### src/rtl/operand_fetch_if.sv
// Decode-side and execute-side handshake bundle for the operand fetch stage.
// The master drives instructions and consumes operands; the slave is the stage itself.
interface operand_fetch_if #(
    parameter int XLEN    = 32,
    parameter int NUM_SRC = 2
);
    logic                      in_valid;
    logic                      in_ready;
    logic [5*NUM_SRC-1:0]      in_rs;
    logic [NUM_SRC-1:0]        in_rs_used;
    logic [XLEN*NUM_SRC-1:0]   reg_rd_data;
    logic                      out_valid;
    logic                      out_ready;
    logic [XLEN*NUM_SRC-1:0]   out_data;

    modport master (
        output in_valid, in_rs, in_rs_used, reg_rd_data, out_ready,
        input  in_ready, out_valid, out_data
    );

    modport slave (
        input  in_valid, in_rs, in_rs_used, reg_rd_data, out_ready,
        output in_ready, out_valid, out_data
    );
endinterface

### src/rtl/operand_fetch.sv
// Register-read stage: resolves each source operand from the register file or the
// rr/ex/mem forwarding paths, stalls when no path can supply it, keeps hazard stats.
module operand_fetch #(
    parameter int XLEN    = 32,
    parameter int NUM_SRC = 2,
    parameter int CNT_W   = 16
) (
    input  logic              clk,
    input  logic              rst,
    operand_fetch_if.slave    bus,
    input  logic [6:0]        rr_opcode,
    input  logic [6:0]        ex_opcode,
    input  logic [6:0]        mem_opcode,
    input  logic [4:0]        rr_rd,
    input  logic [4:0]        ex_rd,
    input  logic [4:0]        mem_rd,
    input  logic [XLEN-1:0]   rr_imm,
    input  logic [XLEN-1:0]   ex_imm,
    input  logic [XLEN-1:0]   mem_imm,
    input  logic [XLEN-1:0]   ex_res,
    input  logic [XLEN-1:0]   mem_res,
    input  logic [XLEN-1:0]   mem_load_data,
    output logic              stall,
    output logic [CNT_W-1:0]  stall_cycles,
    output logic [CNT_W-1:0]  hazard_events
);
    localparam logic [6:0] OPC_LUI    = 7'b0110111;
    localparam logic [6:0] OPC_AUIPC  = 7'b0010111;
    localparam logic [6:0] OPC_OP     = 7'b0110011;
    localparam logic [6:0] OPC_OP_IMM = 7'b0010011;
    localparam logic [6:0] OPC_JAL    = 7'b1101111;
    localparam logic [6:0] OPC_JALR   = 7'b1100111;
    localparam logic [6:0] OPC_LOAD   = 7'b0000011;

    // Opcodes whose ALU result is the value written to rd.
    function automatic logic is_alu_result(input logic [6:0] opc);
        return (opc == OPC_OP) || (opc == OPC_OP_IMM) || (opc == OPC_JAL) ||
               (opc == OPC_JALR) || (opc == OPC_AUIPC);
    endfunction

    logic [XLEN-1:0]        slot_data [NUM_SRC];
    logic [NUM_SRC-1:0]     slot_stall;
    logic [XLEN*NUM_SRC-1:0] resolved;

    generate
        for (genvar gi = 0; gi < NUM_SRC; gi++) begin : g_slot
            logic [4:0]      slot_rs;
            logic [XLEN-1:0] slot_rf;

            assign slot_rs = bus.in_rs[5*gi +: 5];
            assign slot_rf = bus.reg_rd_data[XLEN*gi +: XLEN];

            // Youngest matching stage wins; older matches are deliberately ignored.
            always_comb begin
                slot_data[gi]  = slot_rf;
                slot_stall[gi] = 1'b0;
                if (bus.in_valid && bus.in_rs_used[gi] && (slot_rs != 5'd0)) begin
                    if (rr_rd == slot_rs) begin
                        if (rr_opcode == OPC_LUI) slot_data[gi] = rr_imm;
                        else                      slot_stall[gi] = 1'b1;
                    end else if (ex_rd == slot_rs) begin
                        if (ex_opcode == OPC_LUI)          slot_data[gi] = ex_imm;
                        else if (is_alu_result(ex_opcode)) slot_data[gi] = ex_res;
                        else                               slot_stall[gi] = 1'b1;
                    end else if (mem_rd == slot_rs) begin
                        if (mem_opcode == OPC_LUI)          slot_data[gi] = mem_imm;
                        else if (is_alu_result(mem_opcode)) slot_data[gi] = mem_res;
                        else if (mem_opcode == OPC_LOAD)    slot_data[gi] = mem_load_data;
                        else                                slot_stall[gi] = 1'b1;
                    end
                end
            end

            assign resolved[XLEN*gi +: XLEN] = slot_data[gi];
        end
    endgenerate

    logic                     out_valid_reg;
    logic [XLEN*NUM_SRC-1:0]  out_data_reg;
    logic [CNT_W-1:0]         stall_cycles_reg;
    logic [CNT_W-1:0]         hazard_events_reg;
    logic                     stall_prev_reg;
    logic                     accept;

    assign stall        = |slot_stall;
    assign bus.in_ready = !stall && (!out_valid_reg || bus.out_ready);
    assign accept       = bus.in_valid && bus.in_ready;

    always_ff @(posedge clk) begin
        if (rst) begin
            out_valid_reg <= 1'b0;
            out_data_reg  <= '0;
        end else if (accept) begin
            out_valid_reg <= 1'b1;
            out_data_reg  <= resolved;
        end else if (bus.out_ready) begin
            out_valid_reg <= 1'b0;
        end
    end

    always_ff @(posedge clk) begin
        if (rst) begin
            stall_cycles_reg  <= '0;
            hazard_events_reg <= '0;
            stall_prev_reg    <= 1'b0;
        end else begin
            stall_prev_reg <= stall;
            if (stall && (stall_cycles_reg != '1))
                stall_cycles_reg <= stall_cycles_reg + 1'b1;
            if (stall && !stall_prev_reg && (hazard_events_reg != '1))
                hazard_events_reg <= hazard_events_reg + 1'b1;
        end
    end

    assign bus.out_valid  = out_valid_reg;
    assign bus.out_data   = out_data_reg;
    assign stall_cycles   = stall_cycles_reg;
    assign hazard_events  = hazard_events_reg;
endmodule

### src/flat_wrapper.sv
// flat-port wrapper written by rule: the top's interface ports become plain ports
module operand_fetch_flat 
#(
    parameter int XLEN    = 32,
    parameter int NUM_SRC = 2,
    parameter int CNT_W   = 16
)
  (clk, rst, rr_opcode, ex_opcode, mem_opcode, rr_rd, ex_rd, mem_rd, rr_imm, ex_imm, mem_imm, ex_res, mem_res, mem_load_data, stall, stall_cycles, hazard_events, bus_in_valid, bus_in_rs, bus_in_rs_used, bus_reg_rd_data, bus_out_ready, bus_in_ready, bus_out_valid, bus_out_data);
  operand_fetch_if #(.XLEN(XLEN), .NUM_SRC(NUM_SRC)) bus_i ();
  input  logic clk;
  input  logic rst;
  input  logic [6:0] rr_opcode;
  input  logic [6:0] ex_opcode;
  input  logic [6:0] mem_opcode;
  input  logic [4:0] rr_rd;
  input  logic [4:0] ex_rd;
  input  logic [4:0] mem_rd;
  input  logic [XLEN-1:0] rr_imm;
  input  logic [XLEN-1:0] ex_imm;
  input  logic [XLEN-1:0] mem_imm;
  input  logic [XLEN-1:0] ex_res;
  input  logic [XLEN-1:0] mem_res;
  input  logic [XLEN-1:0] mem_load_data;
  output logic stall;
  output logic [CNT_W-1:0] stall_cycles;
  output logic [CNT_W-1:0] hazard_events;
  input wire logic [$bits(bus_i.in_valid)-1:0] bus_in_valid;
  input wire logic [$bits(bus_i.in_rs)-1:0] bus_in_rs;
  input wire logic [$bits(bus_i.in_rs_used)-1:0] bus_in_rs_used;
  input wire logic [$bits(bus_i.reg_rd_data)-1:0] bus_reg_rd_data;
  input wire logic [$bits(bus_i.out_ready)-1:0] bus_out_ready;
  output wire logic [$bits(bus_i.in_ready)-1:0] bus_in_ready;
  output wire logic [$bits(bus_i.out_valid)-1:0] bus_out_valid;
  output wire logic [$bits(bus_i.out_data)-1:0] bus_out_data;
  assign bus_i.in_valid = bus_in_valid;
  assign bus_i.in_rs = bus_in_rs;
  assign bus_i.in_rs_used = bus_in_rs_used;
  assign bus_i.reg_rd_data = bus_reg_rd_data;
  assign bus_i.out_ready = bus_out_ready;
  assign bus_in_ready = bus_i.in_ready;
  assign bus_out_valid = bus_i.out_valid;
  assign bus_out_data = bus_i.out_data;
  operand_fetch #(.XLEN(XLEN), .NUM_SRC(NUM_SRC), .CNT_W(CNT_W)) u_core (.clk(clk), .rst(rst), .bus(bus_i), .rr_opcode(rr_opcode), .ex_opcode(ex_opcode), .mem_opcode(mem_opcode), .rr_rd(rr_rd), .ex_rd(ex_rd), .mem_rd(mem_rd), .rr_imm(rr_imm), .ex_imm(ex_imm), .mem_imm(mem_imm), .ex_res(ex_res), .mem_res(mem_res), .mem_load_data(mem_load_data), .stall(stall), .stall_cycles(stall_cycles), .hazard_events(hazard_events));
endmodule
### config.mk
export PLATFORM = sky130hd
export DESIGN_NAME = operand_fetch_flat
export DESIGN_NICKNAME = d
export VERILOG_FILES = /design/src/rtl/operand_fetch_if.sv /design/src/rtl/operand_fetch.sv /design/src/flat_wrapper.sv
export SDC_FILE = /design/constraint.sdc
export NUM_CORES = 1
export LEC_CHECK = 0
export BUFFER_PORTS_ARGS = -buffer_cell sky130_fd_sc_hd__buf_2
export CAP_MARGIN = 0
export CORE_AREA = 2 2 159 161
export CTS_CLUSTER_SIZE = 10
export DETAILED_ROUTE_END_ITERATION = 7
export DIE_AREA = 0 0 161 163
export PLACE_DENSITY = 0.59
export SYNTH_ARGS = -nofsm -noshare
export SYNTH_HDL_FRONTEND = slang
export SYNTH_SLANG_ARGS = --single-unit
### constraint.sdc
create_clock -name clk -period 3.5 [get_ports clk]
set_clock_uncertainty 0.15 [all_clocks]
set_input_delay 0.175 -clock clk [delete_from_list [all_inputs] [get_ports clk]]
set_output_delay 0.175 -clock clk [all_outputs]
set_load 0.01 [all_outputs]
==> metrics.txt, run 1 <==
R2R depth 7; Ys Warns 0; critical path class primary input to register; pwr/cell area approximately 300 nW/um^2; final antenna-violating net count 0; number of flops mapped to enable cells by yosys 0; clock sink count between 90 and 100; Initial Utilization 0.307; Tcrit/Tclk final 0.770; PortBufs 406; largest net degree at the start of global routing 64; Critical Path Fanout Max 31; Post-route DRC 0; R2R Setup Slk roughly 1.3 ns; DR iter-0 viols ~1100; Avg Cell Area, Syn 7.57 um^2; # IOs around 410; DP HPWL about 32 mm; area grow syn2layout 38.5%; Critical Path RT approximately 3.6 ns; vias per cell roughly 5.8; Max Root-Sink Buffers 2; Cell Count, Final, Fillers Out 1725; Syn Nets about 1300; vias in the first global route about 9100; final hold slack ~0.02 ns; maximum clock rate approximately 370 MHz; CTS root buf clkbuf_16; Core ar. around 25000 um^2; met3 GRT Util 0.0588; Max Cap Viol 0; GR Overflow Total 0; CTS tree built; CP Cell Sequence buf_2 > and4bb_2 > and2_1 > a22oi_1 > o21ai_0 > a221oi_1 > a211oi_1 > a221oi_1 > a211oi_1; most frequent cells in the layout buf_2 (405), nor2_1 (111), dfxtp_1 (98), nand2_1 (95), a211oi_1 (81); synthesized flop and latch total just under 100; Syn Inst Count 999; Nets around 1700; first-pass GRT wire length 58.0 mm; Post-synth top flop dfxtp_1; Setup TNS 0 ns; Hold Fails Final Rpt 0; RSZ-0062 raised after global routing false; Post-Syn Area ~7600 um^2; crit start category primary input; GRT met2 Usage 0.491; crit-path max cell delay about 0.9 ns; Slew HR 0.214; Slowest-stage cell, CP and2_1; cell area after placement between 10000 and 15000 um^2; Die ar. 26200 um^2; initial antenna violation count 15; Total Wirelength between 40 and 50 mm; clk slew on worst S/H paths about 0.080 ns; WL per Instance ~23 um; TritonCTS buffer count 9; Yosys cell types between 70 and 80; H-tree levels 3; CP Data Arrival Time ~2.8 ns; die width approximately 160 um; hold path cells 3; met1 Use GR 0.377; Critical Path Sink Type register; Max VDD drop 0.252 mV; share of layout cells above drive strength 1 0.354; Die Ht 163 um; Clock Latency Late Sink around 0.36 ns; final instance area between 10000 and 15000 um^2; gr usage total 0.293; max FFs per register 64; Async SR Flop Fraction 0; Min-Delay Path Class primary input to register; GPL Wtd Cong 0.942; Final Max Tran Viols 0; via count just under 10000; Pleak around 4.4 nW; grt peak-use layer met2; most common cell after layout, fill and taps aside buf_2; Worst Tran Pin Value between 1 and 1.5 ns; Final setup violation count 0; status completed; sequential area share after synthesis 0.259; placed cell count 1684; Cell Rows 58; min Tclk post-route 2.69 ns; drt pass-1 iters 8
through the flow:
step / utilization / total power [mW] / setup slack [ns]
final: 0.424 / 3.15 / 0.806
after CTS: 0.423 / 3.15 / 0.868
after floorplan: - / 1.65 / 1.08
after global placement: 0.406 / 2.11 / 0.560
after detailed placement: 0.406 / 2.11 / 0.508
after global routing: 0.424 / 3.28 / 0.657
routing by layer:
metal	up-vias	part of all wire	wire length, um
li1	4634	-	-
met1	4667	0.40	16200
met2	559	0.48	19100
met3	67	0.091	3640
met4	4	0.029	1170
met5	-	0.00065	26
where the power goes:
group / leakage [nW] / internal (mW) / switching [mW]
Combinational: 3.45 / 0.378 / 0.502
Clock: 0.149 / 0.512 / 0.526
Sequential: 0.805 / 1.19 / 0.0431
timing repair:
item	CTS	global route
setup buffers	0	0
hold endpoints to repair	12	0
hold buffers	12	0
gates resized for setup	0	0
cell type report:
type                    count  area, um^2
flip-flops and latches     98        1960
clock buffers               9         225
inverters                   5        18.8
multi-input cells         803        5230
well taps                 330         413
repair buffers            460        2520
diodes                     13        32.5
fillers                  2662       14200
clock inverters             7        76.3
synthesized netlist by cell type, drive strengths merged, types with 3 or more instances:
cell      n  share of area
a211oi   81          0.080
a21boi    3         0.0030
a21o      5         0.0050
a21oi    54          0.036
a221o     5         0.0066
a221oi   71          0.082
a222oi    7         0.0093
a22o     11          0.013
a22oi    28          0.028
a311oi   10          0.013
a31o      3         0.0035
a31oi     5         0.0041
a32oi     3         0.0035
and2      9         0.0074
and3     14          0.012
buf      31          0.022
clkbuf   62          0.031
dfxtp    98           0.26
inv       5         0.0025
mux2i    26          0.034
nand2    95          0.047
nand3    43          0.028
nand3b    6         0.0060
nand4     8         0.0066
nand4b    4         0.0046
nor2    115          0.057
nor3     36          0.026
nor3b     3         0.0036
nor4b     3         0.0035
o211ai    5         0.0050
o21ai    35          0.023
o221ai    5         0.0058
o22ai     9         0.0074
o41ai     3         0.0065
or2       5         0.0041
or3       4         0.0033
xnor2    29          0.034
xor2     28          0.032
worst paths after layout:
path	to	from
setup / recovery	u_core.bus.out_data[28]	mem_opcode[6]
hold / removal	u_core.bus.out_data[46]	bus_reg_rd_data[46]
setup reg to reg	u_core.stall_cycles[2]	u_core.stall_cycles[6]
hold reg to reg	u_core.bus.out_data[61]	u_core.bus.out_data[61]
worst max-delay path, delay by kind of cell:
| kind | cells | cell delay [ns] |
|---|---|---|
| AOI/OAI and AO/OA | 6 | 1.22 |
| buffers and inverters | 1 | 0.11 |
| and+or+nand+nor | 2 | 1.29 |
cell families after synthesis:
kind of cell / synth area share
AOI/OAI and AO/OA: 0.358
xor gates and xnor gates: 0.0660
adders and majority gates: 0.00331
buffers and inverters: 0.0548
DFF: 0.259
muxes: 0.0359
and+or+nand+nor: 0.222
Note: power is estimated with default switching activity, not from simulation.
==> run 2, diff against run 1 <==
--- a/config.mk
+++ b/config.mk
@@ -7,11 +7,11 @@
 export LEC_CHECK = 0
 export BUFFER_PORTS_ARGS = -buffer_cell sky130_fd_sc_hd__buf_2
 export CAP_MARGIN = 0
-export CORE_AREA = 2 2 159 161
+export CORE_AREA = 2 2 157 159
 export CTS_CLUSTER_SIZE = 10
 export DETAILED_ROUTE_END_ITERATION = 7
-export DIE_AREA = 0 0 161 163
-export PLACE_DENSITY = 0.59
+export DIE_AREA = 0 0 159 161
+export PLACE_DENSITY = 0.6
 export SYNTH_ARGS = -nofsm -noshare
 export SYNTH_HDL_FRONTEND = slang
 export SYNTH_SLANG_ARGS = --single-unit
==> constraint.sdc (replaced) <==
create_clock -name clk -period 2.6 [get_ports clk]
set_clock_uncertainty 0.15 [all_clocks]
set_input_delay 0.13 -clock clk [delete_from_list [all_inputs] [get_ports clk]]
set_output_delay 0.13 -clock clk [all_outputs]
set_load 0.01 [all_outputs]
==> metrics.txt, run 2 (synthesis gave the netlist of run 1 again) <==
area occupied by multi-input gates 5230 um^2 (unchanged); Total Wirelength 39.1 mm (-2.6%); most frequent cells in the layout buf_2 (405), nor2_1 (111), dfxtp_1 (98), nand2_1 (95), buf_4 (92); Setup TNS 0 ns (unchanged); Final setup violation count 0 (unchanged); H-tree levels 3 (unchanged); final hold slack 0.0134 ns (-0.00662 ns); Max Cap Viol 0 (unchanged); TritonCTS buffer count 9 (unchanged); Die Ht 161 um (-1.2%); Final Max Tran Viols 0 (unchanged); Hold Fails Final Rpt 0 (unchanged); critical path class primary input to output pin; vias in the first global route 9680 (+6.3%); Place WS -0.0761 ns (-0.584 ns); clk slew on worst S/H paths 0.07 ns (about the same); Post-CTS Setup Bufs 0 (unchanged); # IOs 407 (unchanged); initial antenna violation count 13 (-2); DP HPWL 31.9 mm (-0.85%); DR iter-0 viols 996 (-8.7%); R2R Setup Slk 0.35 ns (-0.92 ns); min Tclk post-route between 2 and 2.5 ns; Min-Delay Path Class primary input to register; RSZ-0062 raised after global routing false; Nets 1752 (+3.9%); final antenna-violating net count 0 (unchanged); WL per Instance 21.9 um (-5.7%); Critical Path Most Common Cell buf_2; Critical Path Fanout Max 21 (-32%); PortBufs 406 (unchanged); CTS tree built; Post-route DRC 0 (unchanged); pwr/cell area 379 nW/um^2 (+26%); most common cell after layout, fill and taps aside buf_2; CP Cell Sequence buf_2 > nand2_1 > nor2_1 > a21oi_1 > a311oi_2 > o32ai_4 > buf_12 > buf_4 > buf_2; crit-path max cell delay 0.42 ns (-0.48 ns); Max VDD drop 0.261 mV (+3.8%); area grow syn2layout 45.9%; # fillers 2547 (-4.3%); Critical Path Sink Type output pin; setup ws final 0.204 ns (-0.602 ns); Slew HR 0.456 (+0.242); Sequential cell area 1960 um^2 (unchanged); crit start category primary input; Pleak 4.74 nW (+7.5%); largest net degree at the start of global routing 61 (-4.7%); Cell Count, Final, Fillers Out 1782 (+3.3%); Core ar. 24000 um^2 (-2.9%); CTS root buf clkbuf_16; clock sink count 98 (unchanged); GR Overflow Total 0 (unchanged); Worst Tran Pin Value 0.811 ns (-0.361 ns); vias per cell 5.68 (-1.4%); Core Util, Final 0.460 (+0.0360); Cell Rows 57 (-1.7%); Tcrit/Tclk final 0.922; share of layout cells above drive strength 1 0.379 (+0.0256); status completed; gr usage total 0.292 (-0.00104); Critical Path RT 2.32 ns (-1.30 ns); maximum clock rate between 400 and 500 MHz; Initial Utilization 0.316 (+0.00909); drt pass-1 iters 7 (-1); CP Data Arrival Time 2.12 ns (-0.69 ns); Clock Latency Late Sink 0.35 ns (about the same); Max Root-Sink Buffers 2 (unchanged); Die ar. 25600 um^2 (-2.5%); first-pass GRT wire length 57.8 mm (-0.51%); max FFs per register 64 (unchanged); GPL Wtd Cong 0.919 (-2.4%); via count 10100 (+1.9%); die width 159 um (-1.2%); placed cell count 1739 (+3.3%); Slowest-stage cell, CP o32ai_4
-- run 2: cell count changes in the layout (fill, tap and decap cells not counted), moves of 2 or more --
cell / before / now
buf_4: 39 / 92
buf_12: 4 / 12
dlygate4sd3_1: 12 / 16
inv_8: 3 / 0
diode_2: 13 / 11
-- run 2: metrics by stage --
step | power, mW | instance area, um^2
floorplan | 2.22 | 7560
global placement | 2.89 | 10600
detailed placement | 2.91 | 10600
CTS | 4.20 | 11000
global route | 4.38 | 11000
finish | 4.18 | 11000
-- run 2: layout make-up --
cell class,instances,share of cell area
clock inverters,6,0.00431
repair buffers,525,0.283
well taps,324,0.0367
clock buffers,10,0.0208
inverters,5,0.00170
diodes,11,0.00249
multi-input cells,803,0.474
flip-flops and latches,98,0.178
-- run 2: final timing paths --
| kind | endpoint | startpoint | depth (start not counted) |
|---|---|---|---|
| setup / recovery | stall | mem_opcode[2] | 9 |
| hold / removal | u_core.bus.out_data[7] | bus_reg_rd_data[7] | 3 |
| setup reg to reg | u_core.stall_cycles[11] | u_core.stall_cycles[6] | 7 |
| hold reg to reg | u_core.bus.out_data[61] | u_core.bus.out_data[61] | 2 |
-- run 2: report_power, final --
group          switching [mW]  internal [mW]
registers              0.0550           1.60
logic                   0.676          0.575
clock network           0.618          0.661
-- run 2: metal layers --
layer,share of wire,up-vias,routed length [um],track usage
met5,0.00079,-,31,0
met4,0.035,6,1380,0.116
met3,0.079,74,3100,0.0539
met2,0.48,539,18700,0.492
li1,-,4766,-,-
met1,0.41,4733,15900,0.370
-- run 2: timing repair --
item / in CTS / in global routing
hold buffers: 16 / 0
setup endpoints to repair: 0 / 0
resized for setup: 0 / 0
hold endpoints to repair: 16 / 0
-- run 2: worst max-delay path, delay by kind of cell --
| kind | cells | cell delay [ns] |
|---|---|---|
| AO/OA/AOI/OAI | 3 | 0.94 |
| buffers and inverters | 4 | 0.74 |
| AND/OR/NAND/NOR | 2 | 0.29 |
